==> src/rtl/pipeline_ctrl.sv <==
// pipeline_ctrl: hazard and stall controller for a 5-stage in-order pipeline.
//
// Resolves three hazard sources, highest priority first:
//   1. data-memory stall - MEM-stage load/store waiting on dmem_ready
//   2. EX-stage branch   - taken branch/jump flushes IF/ID and ID/EX
//   3. load-use hazard   - ID consumer of an EX load holds for one cycle
// A WAIT-state watchdog aborts a memory access after MEM_TIMEOUT cycles and
// latches a sticky mem_err.
//
// Ports:
//   clk, reset              rising-edge clock, async active-high reset
//   id_rs1, id_rs2          ID-stage source register indices
//   ex_rd, ex_mem_read      EX-stage destination register and load flag
//   ex_branch_taken         EX-stage redirect
//   mem_req, dmem_ready     MEM-stage access request / memory completion
//   dmem_valid              request to data memory
//   pc_en .. ex_mem_en      pipeline register load enables
//   if_id_flush, id_ex_flush, mem_wb_bubble   NOP insertion controls
//   mem_err                 sticky memory-timeout flag
//   stall_cycles            saturating count of cycles with pc_en=0
module pipeline_ctrl #(
  parameter int MEM_TIMEOUT = 16,
  parameter int CNT_W       = 16
) (
  input  logic             clk,
  input  logic             reset,
  input  logic [4:0]       id_rs1,
  input  logic [4:0]       id_rs2,
  input  logic [4:0]       ex_rd,
  input  logic             ex_mem_read,
  input  logic             ex_branch_taken,
  input  logic             mem_req,
  input  logic             dmem_ready,
  output logic             dmem_valid,
  output logic             pc_en,
  output logic             if_id_en,
  output logic             id_ex_en,
  output logic             ex_mem_en,
  output logic             if_id_flush,
  output logic             id_ex_flush,
  output logic             mem_wb_bubble,
  output logic             mem_err,
  output logic [CNT_W-1:0] stall_cycles
);

  localparam int WCNT_W = (MEM_TIMEOUT > 1) ? $clog2(MEM_TIMEOUT) : 1;
  localparam logic [WCNT_W-1:0] WCNT_LAST = WCNT_W'(MEM_TIMEOUT - 1);

  typedef enum logic [0:0] {IDLE, WAIT} state_t;

  state_t            state;
  logic [WCNT_W-1:0] wait_cnt;
  logic              load_use;
  logic              timeout;
  logic              mem_stall;

  // x0 is hardwired to zero, so a load targeting it never creates a hazard.
  assign load_use = ex_mem_read && (ex_rd != 5'd0) &&
                    ((ex_rd == id_rs1) || (ex_rd == id_rs2));

  // Last permitted WAIT cycle without a response: abort instead of stalling.
  assign timeout = (state == WAIT) && !dmem_ready && (wait_cnt == WCNT_LAST);

  // A stall starts in IDLE the first cycle memory is not ready, so a
  // zero-wait access never freezes the pipeline.
  assign mem_stall = (state == IDLE) ? (mem_req && !dmem_ready)
                                     : (!dmem_ready && !timeout);

  always_comb begin
    dmem_valid    = 1'b0;
    pc_en         = 1'b1;
    if_id_en      = 1'b1;
    id_ex_en      = 1'b1;
    ex_mem_en     = 1'b1;
    if_id_flush   = 1'b0;
    id_ex_flush   = 1'b0;
    mem_wb_bubble = 1'b0;
    if (!reset) begin
      dmem_valid = (state == IDLE) ? mem_req : !timeout;
      if (mem_stall) begin
        // Whole pipe frozen; the frozen EX branch is resolved on release.
        pc_en         = 1'b0;
        if_id_en      = 1'b0;
        id_ex_en      = 1'b0;
        ex_mem_en     = 1'b0;
        mem_wb_bubble = 1'b1;
      end else if (ex_branch_taken) begin
        // The flush discards the load-use consumer, so no stall is needed.
        if_id_flush = 1'b1;
        id_ex_flush = 1'b1;
      end else if (load_use) begin
        pc_en       = 1'b0;
        if_id_en    = 1'b0;
        id_ex_flush = 1'b1;
      end
    end
  end

  always_ff @(posedge clk or posedge reset) begin
    if (reset) begin
      state        <= IDLE;
      wait_cnt     <= '0;
      mem_err      <= 1'b0;
      stall_cycles <= '0;
    end else begin
      if (!pc_en && (stall_cycles != '1))
        stall_cycles <= stall_cycles + 1'b1;
      case (state)
        IDLE: begin
          wait_cnt <= '0;
          if (mem_req && !dmem_ready)
            state <= WAIT;
        end
        WAIT: begin
          if (dmem_ready) begin
            state    <= IDLE;
            wait_cnt <= '0;
          end else if (timeout) begin
            state    <= IDLE;
            wait_cnt <= '0;
            mem_err  <= 1'b1;
          end else begin
            wait_cnt <= wait_cnt + 1'b1;
          end
        end
        default: begin
          state    <= IDLE;
          wait_cnt <= '0;
        end
      endcase
    end
  end

endmodule
==> config.mk <==
export PLATFORM = sky130hd
export DESIGN_NAME = pipeline_ctrl
export DESIGN_NICKNAME = d
export VERILOG_FILES = /design/src/rtl/pipeline_ctrl.sv
export SDC_FILE = /design/constraint.sdc
export NUM_CORES = 1
export LEC_CHECK = 0
export BUFFER_PORTS_ARGS = -buffer_cell sky130_fd_sc_hd__buf_2
export CELL_PAD_IN_SITES_DETAIL_PLACEMENT = 1
export CELL_PAD_IN_SITES_GLOBAL_PLACEMENT = 2
export CORE_MARGIN = 8
export CORE_UTILIZATION = 29
export DETAILED_ROUTE_END_ITERATION = 12
export PLACE_DENSITY_LB_ADDON = 0.25
export RECOVER_POWER = 25
export SETUP_SLACK_MARGIN = 0.5
export SLEW_MARGIN = 20
export SYNTH_ARGS = -nofsm -noshare
export SYNTH_HDL_FRONTEND = slang
export SYNTH_SLANG_ARGS = --single-unit
==> constraint.sdc <==
create_clock -name clk -period 2.35 [get_ports clk]
set_input_delay 0.235 -clock clk [delete_from_list [all_inputs] [get_ports clk]]
set_output_delay 0.235 -clock clk [all_outputs]
set_load 0.01 [all_outputs]
==> results.txt <==
Area growth syn-to-layout -> 55.4%
Clk slew on worst S/H paths -> 0.08 ns
Worst VDD drop -> 0.000249 V
Ys Warns -> 0
Seq/Total Area, Yosys -> 41.8%
Seq cells post-synth -> 22
Cells after synthesis -> 132
Vias in the first global route -> 1315
Synth top cells by count -> dfrtp_1, nor2_1, xnor2_1
Status -> finished, final reports clean
Global route hottest layer -> met2
Htree depth -> 1
Depth of the worst hold-timing path -> 3
Hold Crit Class -> primary input to flip-flop
# port buffers -> 45
WP data required -> 2.12 ns
Post-synth net total -> 155
Synth Area in Compound Gates -> 8.83%
Synth Area in XOR/XNOR -> 16.6%
Maximum clock rate -> 507 MHz
Die area -> 6960 um^2
Number of flops mapped to enable cells by yosys -> 0
DRT Pass-1 Iters -> 3
Post-Synth Simple-Gate Area -> 24.5%
Clock Skews -> 0.00146 ns
Post-route clock period utilization -> 84.0%
Pins Over Slew Limit -> 0
Post-route antenna net violation count -> 0
Final hold violation count -> 0
Synth Area in Adders -> 1.90%
Placed Area -> 1640 um^2
Final wirelength -> 4060 um
Largest net degree at the start of global routing -> 23
Crit path max fanout -> 4
Leak Pwr -> 0.999 nW
Largest cells by area after synthesis -> dfrtp_1, xnor2_1, xor2_1
WP data arrival -> 1.74 ns
Asr flop ratio synth -> 100%
CTS Root Cell -> clkbuf_8
Met1 GRT Util -> 13.8%
GR Layer Usage met2 -> 19.2%
Max-cap check violation count -> 0
Via count -> 1224
# DRC -> 0
Final Setup Violations -> 0
Post-Syn Area -> 1320 um^2
PwrDens -> 643 nW/um^2
Fin area -> 2050 um^2
Met3 Track Usage GR -> 2.83%
Fillcell total -> 489
Grt ovf -> 0
Register area -> 558 um^2
Unique masters post-synth -> 36
Gr usage total -> 11.4%
Post-layout min period -> 1.97 ns
Nets -> 224
Top_reg_cell synth -> dfrtp_1
Endpoint type of the worst setup path -> output port
Clock buffer depth -> 2
Initial antenna violation count -> 0
Global-route wire length before repair -> 6720 um
WL per Instance -> 16.1 um
Clk sinks -> 22
RSZ-0062 raised after global routing -> yes
TritonCTS clock tree -> done
Worst Tran Pin Value -> 1.19 ns
Die Y -> 83.4 um
Standard-cell rows -> 24
Area of the multi-input gates -> 897 um^2
Gpl congestion -> 0.735
Number of CTS-inserted buffers -> 3
Starting DRC count in detailed routing -> 32
Area leader, netlist -> dfrtp_1
Largest family of logic cells by synthesized area -> simple AND/OR/NAND/NOR gates
CP Class -> primary input to output port
Worst rel slew slack -> 20.6%
Most numerous cell in the Yosys netlist -> dfrtp_1
IO Count -> 46
Mapped Avg Cell Area -> 9.98 um^2
Setup crit start kind -> primary input
Core Area -> 4350 um^2
Setup tns final -> 0 ns
Synth top area share -> 41.8%
Initial core utilization -> 30.3%
Fraction of layout cells with a size suffix above 1 -> 54.0%
Vias per Instance -> 4.86
Worst skew pair latency -> 0.27 ns
Chip width -> 83.4 um
# diodes -> 0
Worst reg2reg path depth -> 8
HPWL Detailed -> 2780 um
Post-synthesis mux area share -> 1.99%
kinds of logic after synthesis:
family / Yosys count
muxes: 2
xor gates and xnor gates: 25
adders and majority gates: 2
buffers and inverters: 11
DFF: 22
AOI/OAI and AO/OA: 12
and+or+nand+nor: 58
per-stage QoR:
stage / hold WS, ns / util, % / total power, mW / cells / worst slack [ns]
after global routing: 0.277 / 47.0 / 1.40 / 252 / 0.312
after floorplan: 0.320 / - / 0.703 / 132 / 0.480
after CTS: 0.161 / 43.5 / 1.26 / 245 / 0.369
after detailed placement: 0.440 / 37.7 / 0.833 / 227 / 0.272
after global placement: 0.438 / 37.7 / 0.825 / 227 / 0.309
final: 0.285 / 47.0 / 1.32 / 252 / 0.377
worst paths after layout:
| path | startpoint | end | slack, ns |
|---|---|---|---|
| max | ex_rd[1] | pc_en | 0.38 |
| min | dmem_ready | state | 0.28 |
| max reg2reg | wait_cnt[1] | stall_cycles[1] | 0.41 |
| min reg2reg | mem_err | mem_err | 0.47 |
| max in group asynchronous | reset | stall_cycles[4] | 0.90 |
| min in group asynchronous | reset | mem_err | 0.66 |
timing repair:
item                                    CTS  global route
hold buffers                              0             0
endpoints found under the setup margin   21            23
pin swaps                                11            12
cloned                                    1             0
gates resized for setup                  13            24
setup buffers                            13             7
worst max-delay path, stage by stage:
cell	delay [ns]
buf_2	0.12
or4_1	0.58
o21ai_4	0.25
nor2_1	0.11
a21oi_4	0.17
nor2_1	0.05
inv_1	0.08
buf_2	0.13
registers in the layout, summed over array words and instances, names as in the netlist:
name          cells
mem_err           1
stall_cycles     16
wait_cnt          4
state             1
area by class of cell:
type / instances / share of cell area, %
clock buffer: 3 / 2.02
timing repair buffer: 67 / 20.8
multi-input combinational: 100 / 43.8
clock inverter: 1 / 1.47
inverter: 7 / 1.41
tap: 52 / 3.18
sequential: 22 / 27.3
cells in the final DEF, fill, tap and decap left out, types with 2 or more instances in the layout:
cell / n
buf_2: 41
nor3_2: 5
clkbuf_8: 3
buf_4: 15
nor2_1: 12
nor2_4: 2
a22oi_2: 2
nand2b_1: 2
xor2_1: 12
xnor2_1: 13
nor3_4: 4
nor3_1: 2
buf_6: 9
a21oi_1: 2
mux2_4: 2
nand3_1: 7
clkbuf_1: 2
nand4_1: 2
nor4_2: 2
dfrtp_1: 16
dfrtp_2: 6
nand2_1: 10
inv_1: 6
per-layer routing:
metal  vias up  routed length [um]
met4         0                  50
met1       616                1710
met5         -                   0
met2        17                2160
met3         5                 144
li1        586                   -
where the power goes:
group          switching, mW  internal (mW)  leakage [nW]
Combinational          0.214          0.217         0.679
Clock                  0.134          0.228        0.0357
Sequential            0.0848          0.439         0.285
(Power assumes the default switching activity.)
